`src/rtl/motor_pwm_multi.sv`:
```
`default_nettype none
// ============================================================================
//  Module      : motor_pwm_multi
//  Description : Multi-channel motor PWM driver with duty ramping, controlled
//                deceleration and dead time on direction reversal. All
//                channels share one free-running period counter.
//  Revision    : 1.0 - initial release
// ----------------------------------------------------------------------------
//  Parameters
//    CH         number of motor channels (1..8)
//    CW         counter / duty width in bits (4..16)
//    RAMP_STEP  largest duty change applied per PWM period (1..2^CW-1)
//    DEAD_PER   PWM periods held low while the direction flips (1..255)
//  Ports
//    clk          system clock, rising edge
//    rst          synchronous active-high reset
//    load         latch tgt_duty / tgt_dir for every channel
//    tgt_duty     target duty, channel i at [i*CW +: CW]
//    tgt_dir      target direction per channel (0 fwd, 1 rev)
//    enable       per-channel run enable, low = immediate stop
//    pwm_out      registered PWM drive per channel
//    dir_out      registered direction drive per channel
//    busy         channel ramping, decelerating or in dead time
//    period_tick  high on the last cycle of each PWM period
// ============================================================================
module motor_pwm_multi #(
  parameter int CH        = 2,
  parameter int CW        = 16,
  parameter int RAMP_STEP = 1024,
  parameter int DEAD_PER  = 4
) (
  input  logic              clk,
  input  logic              rst,
  input  logic              load,
  input  logic [CH*CW-1:0]  tgt_duty,
  input  logic [CH-1:0]     tgt_dir,
  input  logic [CH-1:0]     enable,
  output logic [CH-1:0]     pwm_out,
  output logic [CH-1:0]     dir_out,
  output logic [CH-1:0]     busy,
  output logic              period_tick
);

  localparam logic [CW-1:0] c_cnt_max   = '1;
  localparam logic [CW-1:0] c_step      = CW'(RAMP_STEP);
  localparam logic [7:0]    c_dead_last = 8'(DEAD_PER - 1);

  typedef enum logic [1:0] {
    ST_RUN   = 2'd0,
    ST_DECEL = 2'd1,
    ST_DEAD  = 2'd2
  } state_t;

  // --------------------------------------------------------------------------
  // Shared period counter. The tick is decoded straight from the counter so
  // it lines up with the cycle in which cnt sits at its maximum.
  // --------------------------------------------------------------------------
  logic [CW-1:0] r_cnt;
  logic          w_tick;

  always_ff @(posedge clk) begin
    if (rst) begin
      r_cnt <= '0;
    end else begin
      r_cnt <= r_cnt + 1'b1;
    end
  end

  assign w_tick      = (r_cnt == c_cnt_max);
  assign period_tick = w_tick;

  // Move cur_v toward tgt_v by at most c_step without overshooting the target.
  // Computing the remaining distance first keeps every operation within CW
  // bits, so neither end of the range can wrap.
  function automatic logic [CW-1:0] f_ramp(input logic [CW-1:0] cur_v,
                                           input logic [CW-1:0] tgt_v);
    logic [CW-1:0] diff;
    if (tgt_v > cur_v) begin
      diff   = tgt_v - cur_v;
      f_ramp = (diff > c_step) ? (cur_v + c_step) : tgt_v;
    end else begin
      diff   = cur_v - tgt_v;
      f_ramp = (diff > c_step) ? (cur_v - c_step) : tgt_v;
    end
  endfunction

  // --------------------------------------------------------------------------
  // Per-channel controller
  // --------------------------------------------------------------------------
  for (genvar i = 0; i < CH; i++) begin : g_ch
    logic [CW-1:0] r_tduty, w_tduty_nxt;
    logic          r_tdir,  w_tdir_nxt;
    logic [CW-1:0] r_cur,   w_cur_nxt;
    state_t        r_state, w_state_nxt;
    logic [7:0]    r_dead,  w_dead_nxt;
    logic          r_dir,   w_dir_nxt;
    logic          r_pwm,   w_pwm_nxt;
    logic          r_busy,  w_busy_nxt;

    always_comb begin
      w_tduty_nxt = load ? tgt_duty[i*CW +: CW] : r_tduty;
      w_tdir_nxt  = load ? tgt_dir[i] : r_tdir;
      w_pwm_nxt   = enable[i] & (r_cnt < r_cur);
      w_cur_nxt   = r_cur;
      w_state_nxt = r_state;
      w_dead_nxt  = r_dead;
      w_dir_nxt   = r_dir;

      if (!enable[i]) begin
        // Stop at once; the direction line is left where it is.
        w_cur_nxt   = '0;
        w_state_nxt = ST_RUN;
        w_dead_nxt  = '0;
      end else if (w_tick) begin
        // Decisions use the target latched before this edge, so a load that
        // coincides with the tick only matters from the next period.
        if (r_state == ST_DEAD) begin
          if (r_dead == c_dead_last) begin
            // Dead time over: flip direction and take the first ramp step now,
            // so exactly DEAD_PER periods stay fully low.
            w_dead_nxt  = '0;
            w_dir_nxt   = r_tdir;
            w_state_nxt = ST_RUN;
            w_cur_nxt   = f_ramp('0, r_tduty);
          end else begin
            w_dead_nxt  = r_dead + 8'd1;
          end
        end else if (r_tdir == r_dir) begin
          // Also covers a DECEL whose reversal request was withdrawn.
          w_state_nxt = ST_RUN;
          w_cur_nxt   = f_ramp(r_cur, r_tduty);
        end else if (r_cur <= c_step) begin
          // Reaching zero (or already there) enters dead time on this tick.
          w_cur_nxt   = '0;
          w_state_nxt = ST_DEAD;
          w_dead_nxt  = '0;
        end else begin
          w_cur_nxt   = r_cur - c_step;
          w_state_nxt = ST_DECEL;
        end
      end

      w_busy_nxt = (w_state_nxt != ST_RUN) || (w_cur_nxt != w_tduty_nxt);
    end

    always_ff @(posedge clk) begin
      if (rst) begin
        r_tduty <= '0;
        r_tdir  <= 1'b0;
        r_cur   <= '0;
        r_state <= ST_RUN;
        r_dead  <= '0;
        r_dir   <= 1'b0;
        r_pwm   <= 1'b0;
        r_busy  <= 1'b0;
      end else begin
        r_tduty <= w_tduty_nxt;
        r_tdir  <= w_tdir_nxt;
        r_cur   <= w_cur_nxt;
        r_state <= w_state_nxt;
        r_dead  <= w_dead_nxt;
        r_dir   <= w_dir_nxt;
        r_pwm   <= w_pwm_nxt;
        r_busy  <= w_busy_nxt;
      end
    end

    assign pwm_out[i] = r_pwm;
    assign dir_out[i] = r_dir;
    assign busy[i]    = r_busy;
  end : g_ch

endmodule
`default_nettype wire

```
`config.mk`:
```
export PLATFORM = sky130hd
export DESIGN_NAME = motor_pwm_multi
export DESIGN_NICKNAME = d
export VERILOG_FILES = /design/src/rtl/motor_pwm_multi.sv
export SDC_FILE = /design/constraint.sdc
export NUM_CORES = 1
export LEC_CHECK = 0
export BUFFER_PORTS_ARGS = -buffer_cell sky130_fd_sc_hd__buf_2
export CORE_MARGIN = 5
export CORE_UTILIZATION = 60
export DETAILED_ROUTE_END_ITERATION = 10
export GPL_ROUTABILITY_DRIVEN = 0
export HOLD_SLACK_MARGIN = 0.08
export PLACE_DENSITY = 0.78
export SYNTH_ARGS = -nofsm -noshare
export SYNTH_HDL_FRONTEND = slang
export SYNTH_SLANG_ARGS = --single-unit
```
`constraint.sdc`:
```
create_clock -name clk -period 4.9 [get_ports clk]
set_clock_uncertainty 0.15 [all_clocks]
set_input_delay 0.245 -clock clk [delete_from_list [all_inputs] [get_ports clk]]
set_output_delay 0.245 -clock clk [all_outputs]
set_load 0.05 [all_outputs]
```
==> impl_metrics.yaml <==
run_status:
  run_status: "completed"
global_route:
  grt_max_degree: 68
  via_count_of_the_first_global_routing_pass: 12500
  grt_pass1_wl_um: 64600
  gr-usage-all-layers_pct: 36.3
  grt_antenna_before_repair: 0
  globalRoute.totalOverflow: 0
sta:
  slew_violations: 0
  final_hold_viols: 0
  setup_violations: 0
  slew-limit-headroom_pct: 31.4
  timing.final.crit_share_pct: 97.8
  worst_slew_pin_slew_ns: 1.02
  period_minus_slack_ns: 4.79
  rsz0062_at_grt: "yes"
  max_freq_mhz: 209
setup_path:
  worstPathRequired_ns: 4.97
  arrival_ns: 4.86
  worstPathMaxFanout: 8
  worst_path_dominant_cell_family: "compound AO/OA/AOI/OAI gates"
  maximum_single_stage_delay_on_the_critical_path_ns: 0.63
  cp_cell_sequence: "inv_1, ha_1, nor2b_1, o21ai_0, mux2_2, o41ai_1, nand3_1, o41ai_1, nand4b_1, buf_4, a211oi_1, o311a_1, nor3_1, nand4b_1, nor4_1, a41oi_1"
  setup.worst_path.class: "flop to flop"
  critical_path.startpoint_type: "flop"
  critical-path-slowest-cell: "o41ai_1"
  element_type_at_the_critical_path_end: "flop"
  path_buf_inv: 2
yosys:
  synth.yosys.warnings: 0
  ys_top_cells_by_area: "dfxtp_1 19%, ha_1 11%, nor2_1 5.2%"
  yosysTopAreaCell: "dfxtp_1"
  syn-num-nets: 1718
  synth.distinct_cells: 92
  post-synth-top-area-fraction_pct: 18.7
  syn-instance-count: 1576
  number_of_flops_mapped_to_enable_cells_by_yosys: 0
  syn-cell-area_um2: 11500
  synth_flop_cell: "dfxtp_1"
  seq_area_frac_synth_pct: 18.7
  ys_ff_latch: 108
  synth_async_sr_flop_share_pct: 0
  syn_avg_cell_area_um2: 7.32
layout:
  layout_cells_sized_above_1_pct: 10.3
  layout.cells.most_common: "nor2_1"
  layout.cells.most_common_list: "160 x nor2_1, 122 x nand2_1, 111 x a21oi_1, 107 x dfxtp_1, 99 x ha_1"
  fin_nets: 1772
  antennaDiodeCount: 0
  flow.area_growth_from_synthesis_pct: 10.2
  post-route-cell-area_um2: 12700
floorplanning:
  rows: 50
  start_util_pct: 61.3
  die_y_um: 149
  top_level_ports: 46
  core_area_um2: 18800
  die-width_um: 149
  die_area_um2: 22100
place:
  detailedPlacementHpwl_um: 30800
  io_buffers: 45
  placed_area_um2: 12200
power_and_ir_drop:
  power_density_nw_per_um2: 193
  power.share.sequential_pct: 37.5
  clock_power_share_pct: 31.0
  leakage_uw: 0.00509
  swShare_pct: 36.1
  vdd_ir_drop_max_mv: 0.178
  design_power_total_uw: 2450
  combinationalPowerShare_pct: 31.5
  internal-power_uw: 1570
  net-switching-power_uw: 884
drt:
  aggregate_routed_wire_length_um: 41600
  detailedRoute.firstPassIterationCount: 7
  num_vias: 13300
  initialDrtViolationCount: 2122
  vias_per_cell: 7.02
  wl_per_cell_um: 21.9
  drt.antenna.violating_nets: 0
  drc: 0
flow_run:
  max_cap_violations: 0
cts:
  h-tree-depth: 3
  numCtsBuffers: 9
  clockBufferDepth: 2
  tritoncts: "done"
  clkLatencyLatePin_ns: 0.37
  root_buffer: "clkbuf_16"
  worst_setup_hold_path_clk_slew_ns: 0.09
  clock-sinks: 108
hold_path:
  hp-class: "input pin to flop"
-- routing by layer --
layer  track usage, %  vias to the layer above  wire length [um]
li1                 -                     5925                 -
met1             42.4                     6048             14900
met2             58.4                     1008             18400
met3             8.23                      313              4550
met4             26.2                        0              3630
met5                0                        -                 0
-- metrics by stage --
step                TNS (ns)  utilization, %  instances  hold WS [ns]  setup slack, ns
floorplan                  0               -       1576         0.243            0.624
global placement           0            65.0       1864         0.319            0.185
detailed placement         0            65.0       1864         0.319            0.112
CTS                        0            67.4       1895        0.0825           0.0838
global route         -0.0360            67.5       1895         0.108          -0.0360
finish                     0            67.5       1895        0.0826            0.107
-- kinds of logic (layout without fill, tap and decap cells) --
logic type               after synthesis  count (layout)  synth area share, %
AO/OA/AOI/OAI                        492             492                 29.4
XOR/XNOR                              75              75                 5.69
adder cells (fa/ha/maj)              103             103                 11.3
buffers and inverters                180             239                 6.26
flip-flops                           108             108                 18.7
multiplexers                          43              43                 3.76
AND/OR/NAND/NOR                      575             575                 24.9
-- sequential cells by signal (all words and copies together), names as in the netlist, 4 cells and up --
register / cells
r_cnt: 16
g_ch.r_dead: 16
g_ch.r_cur: 32
g_ch.r_state: 4
g_ch.r_tduty: 32
-- worst reg2reg max path, stage by stage (launching register included) --
cell and delay (ns):
dfxtp_1 0.42, inv_1 0.07, ha_1 0.34, nor2b_1 0.17, o21ai_0 0.19, mux2_2 0.35, o41ai_1 0.31, nand3_1 0.13
o41ai_1 0.63, nand4b_1 0.27, buf_4 0.25, a211oi_1 0.26, o311a_1 0.24, nor3_1 0.05, nand4b_1 0.27, nor4_1 0.40
a41oi_1 0.15
-- power groups by stage --
stage          clock network, uW  logic, uW  registers (uW)
2_1_floorplan                  0        523             938
3_3_place_gp                   0        712             940
3_5_place_dp                   0        725             940
4_1_cts                      762        739             920
5_1_grt                      796        825             922
6_report                     760        772             920
-- repair_timing --
action | CTS | global route
endpoints found under the setup margin | 0 | 2
endpoints found under the hold margin | 15 | 0
setup buffers | 0 | 0
gates resized for setup | 0 | 9
hold buffers | 15 | 0
-- cell type report --
class | count | area, um2
well taps | 260 | 325
clock inverters | 7 | 70.1
multi-input cells | 1288 | 8690
flip-flops and latches | 108 | 2160
repair buffers | 128 | 886
clock buffers | 9 | 225
fillers | 1631 | 6110
inverters | 95 | 357
-- final timing paths --
| path | from | end | slack [ns] | depth (start not counted) |
|---|---|---|---|---|
| setup / recovery | g_ch[0].r_tduty[1] | g_ch[0].r_busy | 0.11 | 16 |
| hold / removal | tgt_duty[8] | g_ch[0].r_tduty[8] | 0.08 | 3 |
| setup reg to reg | g_ch[0].r_tduty[1] | g_ch[0].r_busy | 0.11 | 16 |
| hold reg to reg | r_cnt[0] | r_cnt[0] | 0.35 | 1 |
-- Yosys cell counts, types with 6 or more instances --
cell       number
nor4_1         17
nand2b_1       20
nand4_1        33
xnor2_1        45
o211ai_1       19
a211o_1        10
and2_1         13
buf_2          11
nor2_1        160
nor2b_1        20
o21bai_1        7
nand3_1        60
nand2_1       122
a211oi_1       26
a21o_1         40
or3_1          15
inv_1          95
ha_1          101
buf_4           7
nand3b_1       10
o21ai_0        94
a41oi_1         7
a221o_1         9
or2_2           6
o21a_1         15
and3_1         13
clkbuf_1       60
a2111oi_0       7
a21oi_1       111
a221oi_1        6
a311oi_1       11
buf_1           6
a22oi_1         6
nor3_1         45
nand4b_1       11
dfxtp_1       108
mux2i_1        40
o31ai_1        10
a32oi_1         6
o2111ai_1       8
a31oi_1        26
xor2_1         30
No activity file was read; power rests on OpenSTA's default activity.
